$ cat src/rtl/mult_rr_scheduler.sv
// Round-robin front end that time-shares one 4x4 unsigned multiplier between NREQ
// requesters; operands and product are registered so the multiplier is one full stage.

module main (
    input  logic [3:0] x,
    input  logic [3:0] y,
    output logic [7:0] o
);
    assign o = {4'b0, x} * {4'b0, y};
endmodule

// state | meaning
// IDLE  | arbitrating, req_ready reflects round-robin pick
// CALC  | registered operands feeding the multiplier
// DONE  | product held on res_data until consumer takes it
module mult_rr_scheduler #(
    parameter int NREQ  = 4,
    parameter int ID_W  = 2,
    parameter int CNT_W = 16
) (
    input  logic                clk,
    input  logic                rst_n,
    input  logic [NREQ-1:0]     req_valid,
    input  logic [4*NREQ-1:0]   req_x,
    input  logic [4*NREQ-1:0]   req_y,
    output logic [NREQ-1:0]     req_ready,
    output logic                res_valid,
    input  logic                res_ready,
    output logic [7:0]          res_data,
    output logic [ID_W-1:0]     res_id,
    output logic                busy,
    output logic [CNT_W-1:0]    op_count
);
    typedef enum logic [1:0] {S_IDLE, S_CALC, S_DONE} state_t;

    state_t            state_q;
    logic [ID_W-1:0]   rr_ptr_q;
    logic [ID_W-1:0]   gnt_id_q;
    logic [3:0]        op_x_q;
    logic [3:0]        op_y_q;
    logic [7:0]        res_data_q;
    logic [ID_W-1:0]   res_id_q;
    logic              res_valid_q;
    logic              busy_q;
    logic [CNT_W-1:0]  op_count_q;

    logic [NREQ-1:0]   gnt_d;
    logic [ID_W-1:0]   gnt_idx_d;
    logic              gnt_any_d;
    logic [3:0]        sel_x_d;
    logic [3:0]        sel_y_d;
    logic [7:0]        prod;
    int                idx;

    main u_mul (.x(op_x_q), .y(op_y_q), .o(prod));

    // Search starts at rr_ptr and wraps, so the last winner is looked at last.
    always_comb begin
        gnt_d     = '0;
        gnt_idx_d = '0;
        gnt_any_d = 1'b0;
        sel_x_d   = '0;
        sel_y_d   = '0;
        idx       = 0;
        for (int k = 0; k < NREQ; k++) begin
            idx = int'(rr_ptr_q) + k;
            if (idx >= NREQ) idx = idx - NREQ;
            if (!gnt_any_d && req_valid[idx]) begin
                gnt_any_d  = 1'b1;
                gnt_d[idx] = 1'b1;
                gnt_idx_d  = ID_W'(idx);
                sel_x_d    = req_x[4*idx +: 4];
                sel_y_d    = req_y[4*idx +: 4];
            end
        end
    end

    assign req_ready = (state_q == S_IDLE) ? gnt_d : '0;
    assign res_valid = res_valid_q;
    assign res_data  = res_data_q;
    assign res_id    = res_id_q;
    assign busy      = busy_q;
    assign op_count  = op_count_q;

    always_ff @(posedge clk or negedge rst_n) begin
        if (!rst_n) begin
            state_q     <= S_IDLE;
            rr_ptr_q    <= '0;
            gnt_id_q    <= '0;
            op_x_q      <= '0;
            op_y_q      <= '0;
            res_data_q  <= '0;
            res_id_q    <= '0;
            res_valid_q <= 1'b0;
            busy_q      <= 1'b0;
            op_count_q  <= '0;
        end else begin
            case (state_q)
                S_IDLE: begin
                    if (gnt_any_d) begin
                        op_x_q   <= sel_x_d;
                        op_y_q   <= sel_y_d;
                        gnt_id_q <= gnt_idx_d;
                        busy_q   <= 1'b1;
                        state_q  <= S_CALC;
                    end
                end
                S_CALC: begin
                    res_data_q  <= prod;
                    res_id_q    <= gnt_id_q;
                    res_valid_q <= 1'b1;
                    state_q     <= S_DONE;
                end
                S_DONE: begin
                    if (res_ready) begin
                        res_valid_q <= 1'b0;
                        busy_q      <= 1'b0;
                        op_count_q  <= op_count_q + CNT_W'(1);
                        rr_ptr_q    <= (gnt_id_q == ID_W'(NREQ-1)) ? '0
                                                                    : gnt_id_q + ID_W'(1);
                        state_q     <= S_IDLE;
                    end
                end
                default: state_q <= S_IDLE;
            endcase
        end
    end
endmodule

$ cat config.mk
export PLATFORM = sky130hd
export DESIGN_NAME = mult_rr_scheduler
export DESIGN_NICKNAME = d
export VERILOG_FILES = /design/src/rtl/mult_rr_scheduler.sv
export SDC_FILE = /design/constraint.sdc
export NUM_CORES = 1
export LEC_CHECK = 0
export BUFFER_PORTS_ARGS = -buffer_cell sky130_fd_sc_hd__buf_2
export CAP_MARGIN = 40
export CORE_MARGIN = 4
export CORE_UTILIZATION = 45
export CTS_BUF_LIST = sky130_fd_sc_hd__clkbuf_2
export CTS_CLUSTER_SIZE = 8
export DETAILED_ROUTE_END_ITERATION = 10
export PLACE_DENSITY = 0.75
export SLEW_MARGIN = 0
export SYNTH_ARGS = -nofsm -noshare
export SYNTH_HDL_FRONTEND = slang
export SYNTH_SLANG_ARGS = --single-unit
$ cat constraint.sdc
create_clock -name clk -period 3.9 [get_ports clk]
set_input_delay 0 -clock clk [delete_from_list [all_inputs] [get_ports clk]]
set_output_delay 0 -clock clk [all_outputs]
set_load 0.05 [all_outputs]
# Word level (Yosys, flattened, before mapping)
# Index checks and enable logic that the tools add are counted.
dict set report word_totals {
  mem_bits_ro 0
  elab_cells 119
  latch_bits 0
  n_memories 0
  mem_bits_rw 0
  register_bits 42
  input_bits 39
}
dict set report op_classes {
  magnitude_cmp 12
  bitwise_logic 3
  n_addsub 9
  n_mul 1
  muxes 53
  n_shift 8
  n_div 0
  eq_ne 5
  n_reduce_logical 18
}
# cell count
set ops {}
lappend ops {{$shiftx 16x32->4} 8}
lappend ops {{$ge 32x1->1 const B} 4}
lappend ops {{$lt 32x4->1 const B} 4}
lappend ops {{$mux 32} 4}
lappend ops {{$mux 4} 13}
lappend ops {{$mux 1} 18}
lappend ops {{$add 16x1->16 const B} 1}
lappend ops {{$mux 2} 7}
lappend ops {{$or 4x4->4} 3}
lappend ops {{$sub 3x3->4 const B} 3}
lappend ops {{$ge 3x3->1 const B} 3}
lappend ops {{$bmux 1 s2} 4}
lappend ops {{$demux 1 s2} 4}
lappend ops {{$mul 4x4->8} 1}
lappend ops {{$reduce_and 2->1} 4}
lappend ops {{$logic_and 1x1->1} 7}
lappend ops {{$add 2x2->3 const B} 2}
lappend ops {{$pmux 2 s3} 1}
lappend ops {{$eq 2x2->1 const B} 2}
lappend ops {{$ne 2x2->1 const B} 2}
lappend ops {{$pmux 1 s2} 2}
lappend ops {{$reduce_bool 2->1} 2}
lappend ops {{$sub 2x3->4 const B} 1}
lappend ops {{$add 2x1->3 const B} 1}
lappend ops {{other kinds (6)} 8}

# Logic depth before layout (Yosys ltp)
# Gate-level depths: netlist of run 1.
dict set report depth {
  word_depth 17
  mapped_depth 13
  mapped_depth_nobuf 11
}

# Modules after synthesis
# From an unflattened synthesis of run 1, not the netlist that was laid out.
dict set report unflattened {
  cells_unflattened 344
  hier_area_um2 3589.7
}
# module cells_each n_inst area_per_inst_um2
set by_module_without_submodules {}
lappend by_module_without_submodules {mult_rr_scheduler 293 1 3125.5}
lappend by_module_without_submodules {main 51 1 464.2}

# Worst setup path before layout of run 1
# Ideal clock, no wire load.
dict set report synth_path {
  path_kind {flip-flop to output port}
  start {register rr_ptr_q[0]}
  end {output req_ready[0]}
  required_ns 3.900
  setup_slack_ns 0.224
  path_stages_with_launch 13
  arrival_ns 3.676
  cell_sequence {dfrtp_1 > buf_6 > buf_4 > buf_4 > buf_2 > inv_1 > ha_1 > mux4_2 > nor2b_2 > buf_2 > a22oi_1 > or2_2 > a21oi_1}
}
dict set report synth_via {
  elab_chain_cells 16
  word_cells_on_any_way 64
  classes_between {add/sub (7); order compare (12); mux (32); bitwise (3); reduce/logical (10)}
}
# item line
set synth_rtl {}
lappend synth_rtl {{start: declaration} 37} ;# logic [ID_W-1:0] rr_ptr_q;
lappend synth_rtl {{start signal: assignment} 119} ;# rr_ptr_q <= (gnt_id_q == ID_W'(NREQ-1)) ? '0
lappend synth_rtl {{branches (longest 14 deep; another with $ge 32x1->1)} n/a}
lappend synth_rtl {{$mux 4 (*)} 68} ;# if (!gnt_any_d && req_valid[idx]) begin
lappend synth_rtl {{$mux 4 (*)} 78} ;# assign req_ready = (state_q == S_IDLE) ? gnt_d : '0;
lappend synth_rtl {{end: declaration} 26} ;# output logic [NREQ-1:0] req_ready,
# Every way passes the cells marked *. The select of a mux whose other input is x is not followed.

# Worst setup path after layout of run 1
dict set report layout_path {
  start {register rr_ptr_q[1]}
  end {output req_ready[3]}
}
# Same word-level chain as after synthesis.

==> results.cfg, run 1 <==
[clocking]
htree_levels = 2
path_clk_slew_ps = 220
postCtsSetupRepairBufs = 0
clockBufferDepth = 2
cts-resized-gates = 0
root_buffer = clkbuf_2
numCtsBuffers = 5
clk_latency_ps = 400
cts_tree = done
cts_num_sinks = 42

[worst_setup_path]
critPathSlowestCell = mux4_2
crit_path_max_incr_delay_ps = 690
worst-path-max-fanout = 17
crit_family = simple AND/OR/NAND/NOR gates
cp_num_cells = 8
end_kind = primary output
cp_num_buf_inv = 2
path_cells = clkinv_1, ha_1, mux4_2, nor2b_2, a22oi_1, or2_2, a21oi_1, buf_2
crit_path_start_kind = flop
crit_required_ps = 3900
worstSetupPathType = reg2out
arrival_ps = 3660
worst_r2r_path_depth = 7

[routing]
via_count = 2876
dr.pass1.iters = 6
wl_per_cell_um = 14.9
drcViolationCount = 0
ant_nets = 0
drtIter0Drc = 123
vias_per_cell = 5.57
wirelength_mm = 7.69

[grt]
grt_usage = 0.163
antenna_found_initial = 0
grt_pass1_vias = 2738
grt-ovfl-total = 0
grt_max_degree = 44
grt_pass1_wl_mm = 13.2

[synth]
ys_top_cells_by_area = dfrtp_1, mux4_2, ha_1, mux2i_1, nand2_1
ys.flop_type = dfrtp_1
synth_fp_nets = 414
yosysUniqueCellTypes = 44
yosysWarnings = 0
synthesis.instances = 351
synthDominantAreaCellType = dfrtp_1
synth.avg_cell_area_sq_um = 10.3
syn_area_sq_um = 3620
synth_edf_count = 0
yosysSeqAreaShare = 0.291
synth_seq_cells = 42
synth_top_area_share = 0.291
ys_async_sr_fraction = 1.00

[pwr]
ir_drop_mv = 0.449
powerDensity_nw_per_um2 = 927
leakage_nw = 1.87

[timing]
setup_viol = 0
rsz0062_at_grt = false
finalCriticalPeriod_ps = 3660
fin_tns_setup_ps = 0
slew_violations = 0
tightest_slew_ps = 657
report.final.hold_viol_count = 0
max_freq_mhz = 273
slew_headroom = 0.562
clock_skew_ps = 26.0
finalCritPeriodShare = 0.938

[run_status]
status = finished clean

[layout]
drive_above_1_share = 0.304
final_cell_mix = buf_2, dfrtp_1, nand2_1, mux4_2, inv_1
syn_to_final_growth_pct = 13.7
seq_area_sq_um = 1050
final_common_cell = buf_2
fin_util = 0.529
final_nets = 476
antenna_cells = 0
multiInputGateArea_sq_um = 2360
fillers = 718

[die]
die_y_um = 97.7
die_x_um = 97.7
num_io_pins = 71
core_area_sq_um = 7770
rows = 32
start_util = 0.466
die-area_sq_um = 9540

[place]
dp_hpwl_mm = 5.94
io_buffers = 70
gp_congestion = 0.882

[hold_path]
hold_path.class = in2async

[flow_run]
max-cap-violations = 0
==> final timing paths <==
| path | startpoint | endpoint | slack, ps |
|---|---|---|---|
| worst max-delay path | rr_ptr_q[1] | req_ready[3] | 240 |
| worst min-delay path | rst_n | state_q[1] | 70 |
| worst max register to register | rr_ptr_q[1] | op_y_q[0] | 810 |
| worst min register to register | op_count[15] | op_count[15] | 480 |
| max in group asynchronous | rst_n | res_data[0] | 2960 |
| min in group clk | req_valid[1] | gnt_id_q[1] | 70 |
==> worst register-to-register path, delay by kind of cell, from the launching register on <==
family                   cells  cell delay, ps
buffers and inverters        1             320
AO/OA/AOI/OAI                3             600
adder cells (fa/ha/maj)      1             460
AND/OR/NAND/NOR              1             550
multiplexers                 1             690
flip-flops                   1             400
==> synth_stat cells (2+ instances only) <==
master and count:
mux2i_1 19, and4_1 2, nor3b_1 2, xnor2_1 14, a22oi_1 8, dfrtp_1 42, nor2_1 15, mux4_2 28
fa_1 4, a21o_1 4, nand2b_1 4, buf_6 2, buf_4 3, ha_1 20, nand4_1 4, a211oi_1 8
nand2_1 34, o221ai_1 8, or2_2 6, clkbuf_1 13, a21oi_1 16, a211o_1 8, and3_1 2, nand3_1 6
buf_2 6, a31oi_1 9, mux2_2 5, xor2_1 4, o21ai_0 12, inv_1 21, and2_1 9
==> final cells by class <==
| type | count | share of cell area |
|---|---|---|
| Inverter | 22 | 0.0201 |
| Clock inverter | 2 | 0.00304 |
| Clock buffer | 6 | 0.00730 |
| Multi-Input combinational cell | 262 | 0.573 |
| Tap cell | 102 | 0.0310 |
| Sequential cell | 42 | 0.256 |
| Timing Repair Buffer | 80 | 0.110 |
==> repair_timing <==
item                                   4_1_cts  5_1_grt
endpoints found under the hold margin       49        0
hold buffers                                 5        0
setup endpoints to repair                    0        0
==> report_power, final <==
group / internal, W / total [W] / switching, W
clock: 0.0000475 / 0.000188 / 0.000141
combinational: 0.00123 / 0.00289 / 0.00166
sequential: 0.000593 / 0.000733 / 0.000140
==> registers in the layout (all words and copies together), names as in the netlist <==
name and flops:
busy 1, gnt_id_q 2, rr_ptr_q 2, op_y_q 4, res_valid 1, op_x_q 4, res_data 8, res_id 2
state_q 2, op_count 16
==> stage by stage <==
step                      instances  instance area (sq um)  total power, W  setup WS (ps)  hold slack, ps
after global routing            516                   4110         0.00417           9.92            42.8
final                           516                   4110         0.00381            243            65.4
after CTS                       516                   4110         0.00384            240            44.8
after detailed placement        503                   4020         0.00363            715            -103
after global placement          501                   3990         0.00353            886             178
after floorplan                 351                   3620         0.00311            224            -296
==> layer usage <==
layer  wire length [um]  GRT usage  vias up
li1                   -          -     1425
met1               3580      0.237     1359
met2               3650      0.256       85
met3                389     0.0258        7
met4                 70     0.0405        0
met5                  0          0        -
==> cells by family after synthesis <==
logic type | after synthesis | synth area share
and+or+nand+nor | 91 | 0.127
AOI/OAI and AO/OA | 77 | 0.147
muxes | 52 | 0.242
buffers and inverters | 47 | 0.0581
DFF | 42 | 0.291
adders and majority gates | 24 | 0.0913
xor gates and xnor gates | 18 | 0.0436
No activity file was read; power rests on OpenSTA's default activity.
==> run 2: changes to the inputs <==
Settings changed: CTS_BUF_LIST sky130_fd_sc_hd__clkbuf_2 to sky130_fd_sc_hd__clkbuf_4 sky130_fd_sc_hd__clkbuf_8.
==> run 2 against run 1 <==
  * Utilization up 0.34 points
  * Cell area increased by 0.64%
  * Routed wire length shrank 0.40%
  * Clock-buffer cell count is 1 higher
  * Via count decreased by 0.24%
  * Maximum frequency is 4.8% higher
  * Flip-flop and latch count unchanged
  * Non-clock buffer count decreased by 3
  * First-iteration DRC count decreased by 11%
  * Largest cell class unchanged
==> results.cfg, run 2 (synthesized netlist as in run 1, its figures left out) <==
[run_status]
status = finished clean

[clocking]
htree_levels = 2
postCtsSetupRepairBufs = 0
cts_num_sinks = 42
clockBufferDepth = 2
path_clk_slew_ps = 80
ctsHoldBuffers = 2
cts-resized-gates = 0
numCtsBuffers = 5
clk_latency_ps = 290
root_buffer = clkbuf_8
cts_tree = done

[place]
gp_congestion = 0.882
io_buffers = 70
placed_area_sq_um = 4020
dp_hpwl_mm = 5.94

[routing]
wl_per_cell_um = 14.9
vias_per_cell = 5.59
via_count = 2869
dr.pass1.iters = 4
drtIter0Drc = 110
drcViolationCount = 0
ant_nets = 0
wirelength_mm = 7.66

[layout]
fillers = 710
final_common_cell = buf_2
antenna_cells = 0
fin_util = 0.533
drive_above_1_share = 0.309
final_cell_mix = buf_2, dfrtp_1, nand2_1, mux4_2, inv_1
syn_to_final_growth_pct = 14.4
finalInstanceArea_sq_um = 4140
largest_reg_flops = 16
final_nets = 473

[worst_setup_path]
end_kind = primary output
ff2ff_setup_slack_ps = 860
cp-startpoint = rr_ptr_q[1]
worstSetupPathType = reg2out
worst_r2r_path_depth = 7
crit_path_end = req_ready[3]
arrival_ps = 3490
worst-path-max-fanout = 17
r2r_start = rr_ptr_q[1]
crit_required_ps = 3900
r2r-end = op_x_q[0]
crit_path_start_kind = flop

[timing]
slew_violations = 0
report.final.hold_viol_count = 0
clock_skew_ps = 8.57
finalCriticalPeriod_ps = 3490
rsz0062_at_grt = false
tightest_slew_ps = 659
whs_ps = 117
max_freq_mhz = 287
slew_headroom = 0.561
fin_tns_setup_ps = 0
setup_viol = 0
finalCritPeriodShare = 0.895

[grt]
grt_pass1_vias = 2764
grt_max_degree = 44
grt-ovfl-total = 0
grt_usage = 0.164
antenna_found_initial = 0
grt_pass1_wl_mm = 13.3

[flow_run]
max-cap-violations = 0

[pwr]
ir_drop_mv = 0.448
leakage_nw = 1.88
powerDensity_nw_per_um2 = 947

[hold_path]
hold_path.class = in2async

[die]
core_area_sq_um = 7770
rows = 32
start_util = 0.466
num_io_pins = 71
die_y_um = 97.7
die-area_sq_um = 9540
die_x_um = 97.7
[run 2: through the flow]
step	worst slack [ps]	power [W]	cells
6_report	411	0.00392	513
5_1_grt	217	0.00429	513
4_1_cts	417	0.00396	513
3_5_place_dp	715	0.00363	503
3_3_place_gp	886	0.00353	501
2_1_floorplan	224	0.00311	351
[run 2: where the power goes]
| group | internal, W | leakage (nW) | switching [W] | total [W] |
|---|---|---|---|---|
| clock network | 0.000153 | 0.0523 | 0.000149 | 0.000302 |
| registers | 0.000595 | 0.522 | 0.000141 | 0.000735 |
| logic | 0.00122 | 1.31 | 0.00166 | 0.00288 |
[run 2: how the worst min path moves through the flow]
stage | start | to | slack (ps)
after global placement | rst_n | res_data[3] | 180
after global routing | rst_n | res_data[1] | 140
after CTS | req_valid[0] | gnt_id_q[0] | 100
after detailed placement | rst_n | res_data[2] | -100
final | rst_n | res_data[1] | 120
after floorplan | rst_n | busy | -300
[run 2: cell type report]
| class | instances | area, sq um | area share |
|---|---|---|---|
| inverters | 22 | 82.6 | 0.0200 |
| clock inverters | 1 | 8.76 | 0.00212 |
| clock buffers | 7 | 90.1 | 0.0218 |
| flip-flops and latches | 42 | 1050 | 0.254 |
| repair buffers | 77 | 420 | 0.102 |
| multi-input cells | 262 | 2360 | 0.569 |
| well taps | 102 | 128 | 0.0308 |
[run 2: critical path, stage by stage, from the launching register on]
cell and delay (ps):
dfrtp_1 360, clkinv_1 320, ha_1 460, mux4_2 690
nor2b_2 530, a22oi_1 140, or2_2 300, a21oi_1 110
buf_2 270
[run 2: metal layers]
layer	GRT usage	up-vias	routed length [um]
li1	-	1423	-
met1	0.238	1364	3580
met2	0.258	75	3620
met3	0.0237	7	377
met4	0.0405	0	86
met5	0	-	0
==> run 3: changes to the inputs <==
Settings changed: ABC_AREA set to 1.
==> run 3 against run 2 <==
  * First-iteration DRC count is 29% higher
  * Die area is 6.2% higher
  * Utilization is 0.58 points lower
  * Critical path depth is 3 higher
  * Global-route usage is 2.2 points higher
  * Non-clock buffer count stayed put
  * Hold slack worse by 22 ps
  * Clock power is 14% higher
  * Critical path type unchanged
  * Highest routed layer unchanged
==> results.cfg, run 3 <==
[routing]
ant_nets = 0
dr.pass1.iters = 5
vias_per_cell = 5.03
wirelength_mm = 9.10
drcViolationCount = 0
via_count = 3864
drtIter0Drc = 142
wl_per_cell_um = 11.8

[die]
die_y_um = 101
start_util = 0.466
num_io_pins = 71
core_area_sq_um = 8300
die_x_um = 101
die-area_sq_um = 10100
rows = 33

[clocking]
root_buffer = clkbuf_8
clk_latency_ps = 300
postCtsSetupRepairBufs = 0
htree_levels = 2
numCtsBuffers = 5
path_clk_slew_ps = 80
cts_tree = done
clockBufferDepth = 2
cts_num_sinks = 42
cts-resized-gates = 0

[place]
dp_hpwl_mm = 6.92
gp_congestion = 0.877
io_buffers = 70

[worst_setup_path]
worstSetupPathType = reg2out
end_kind = primary output
crit_path_end = req_ready[1]
r2r_start = rr_ptr_q[1]
r2r-end = gnt_id_q[1]
cp-startpoint = rr_ptr_q[1]
crit_path_start_kind = flop
ff2ff_setup_slack_ps = 1060
worst-path-max-fanout = 23
crit_required_ps = 3900
arrival_ps = 3280
worst_r2r_path_depth = 10

[layout]
largest_reg_flops = 16
antenna_cells = 0
final_cell_mix = nand2_1, inv_1, nand3_1, buf_2, dfrtp_1
fin_util = 0.527
syn_to_final_growth_pct = 13.2
final_nets = 725
final_common_cell = nand2_1
drive_above_1_share = 0.160

[grt]
grt_pass1_vias = 3711
antenna_found_initial = 0
grt_pass1_wl_mm = 15.9
grt_usage = 0.186
grt-ovfl-total = 0
grt_max_degree = 41

[timing]
rsz0062_at_grt = false
tightest_slew_ps = 830
fin_tns_setup_ps = 0
slew_violations = 0
clock_skew_ps = 8.69
finalCriticalPeriod_ps = 3280
whs_ps = 95.1
setup_viol = 0
max_freq_mhz = 305
slew_headroom = 0.446
report.final.hold_viol_count = 0
finalCritPeriodShare = 0.840

[synth]
ys_top_cells_by_area = dfrtp_1, nand2_1, nand3_1, inv_1, ha_1
ys.flop_type = dfrtp_1
synth_seq_cells = 42
yosysUniqueCellTypes = 34
synthDominantAreaCellType = dfrtp_1
yosysSeqAreaShare = 0.272
synth_fp_nets = 665
yosysWarnings = 0
synthesis.instances = 602
syn_area_sq_um = 3860
ys_async_sr_fraction = 1.00
synth.most_common_cell = nand2_1
synth_edf_count = 0
synth_top_cells_by_count = nand2_1, inv_1, nand3_1
synth_top_area_share = 0.272
synth.avg_cell_area_sq_um = 6.42

[pwr]
pwr-share-comb = 0.700
powerDensity_nw_per_um2 = 854
leakage_nw = 2.66
netSwitchingPower_w = 0.00216
p_seq_frac = 0.208
intPower_w = 0.00157
p_clk_frac = 0.092
ir_drop_mv = 0.590
switching_share = 0.579

[flow_run]
max-cap-violations = 0

[run_status]
status = finished clean

[hold_path]
hold_path.class = in2async
==> run 3: power groups by stage <==
stage / clock [W] / combinational (W) / sequential (W)
final: 0.000344 / 0.00261 / 0.000779
after global routing: 0.000375 / 0.00297 / 0.000802
after CTS: 0.000355 / 0.00262 / 0.000774
after detailed placement: 0 / 0.00260 / 0.000781
after global placement: 0 / 0.00254 / 0.000767
after floorplan: 0 / 0.00201 / 0.000922
==> run 3: cells by family after synthesis <==
group	synth area share
DFF	0.272
xor gates and xnor gates	0.0385
AOI/OAI and AO/OA	0.0703
and+or+nand+nor	0.415
buffers and inverters	0.119
adders and majority gates	0.0855
==> run 3: how the worst min path moves through the flow <==
stage / start / slack, ps / endpoint
3_3_place_gp: rst_n / 180 / res_data[6]
2_1_floorplan: rst_n / -300 / busy
3_5_place_dp: rst_n / -110 / res_data[6]
4_1_cts: rst_n / 100 / op_x_q[0]
5_1_grt: rst_n / 110 / op_x_q[0]
6_report: rst_n / 100 / op_x_q[0]
==> run 3: metal layers <==
metal	part of all wire	wire length, um	up-vias	global-route usage
li1	-	-	2007	-
met1	0.46	4150	1741	0.241
met2	0.48	4320	102	0.322
met3	0.053	481	14	0.0235
met4	0.016	143	0	0.0549
met5	0	0	-	0
==> run 3: timing repair <==
| item | CTS | global route |
|---|---|---|
| hold endpoints to repair | 43 | 0 |
| endpoints found under the setup margin | 0 | 0 |
| hold buffers | 2 | 0 |
==> run 3: critical path, cell delays in order, from the launching register on <==
cell and delay (ps):
dfrtp_1 890, inv_1 160, ha_1 430, inv_2 160, nand3_1 120, nand2_1 70, nor2_2 500, a21boi_0 180
nand3_1 110, nand2_1 50, inv_1 60, buf_2 250
==> run 3: final cells by class <==
type / count / area (sq um)
well taps: 105 / 131
multi-input cells: 456 / 2350
inverters: 80 / 300
repair buffers: 77 / 420
fillers: 821 / 3930
clock inverters: 2 / 37.5
clock buffers: 6 / 76.3
flip-flops and latches: 42 / 1050
==> run 3: stage by stage <==
| stage | instances | setup WS [ps] | power [W] | cell area, sq um |
|---|---|---|---|---|
| detailed placement | 758 | 1020 | 0.00338 | 4240 |
| floorplan | 602 | 1290 | 0.00293 | 3860 |
| finish | 768 | 624 | 0.00374 | 4370 |
| global route | 768 | 332 | 0.00415 | 4370 |
| global placement | 757 | 1150 | 0.00330 | 4220 |
| CTS | 768 | 658 | 0.00375 | 4370 |
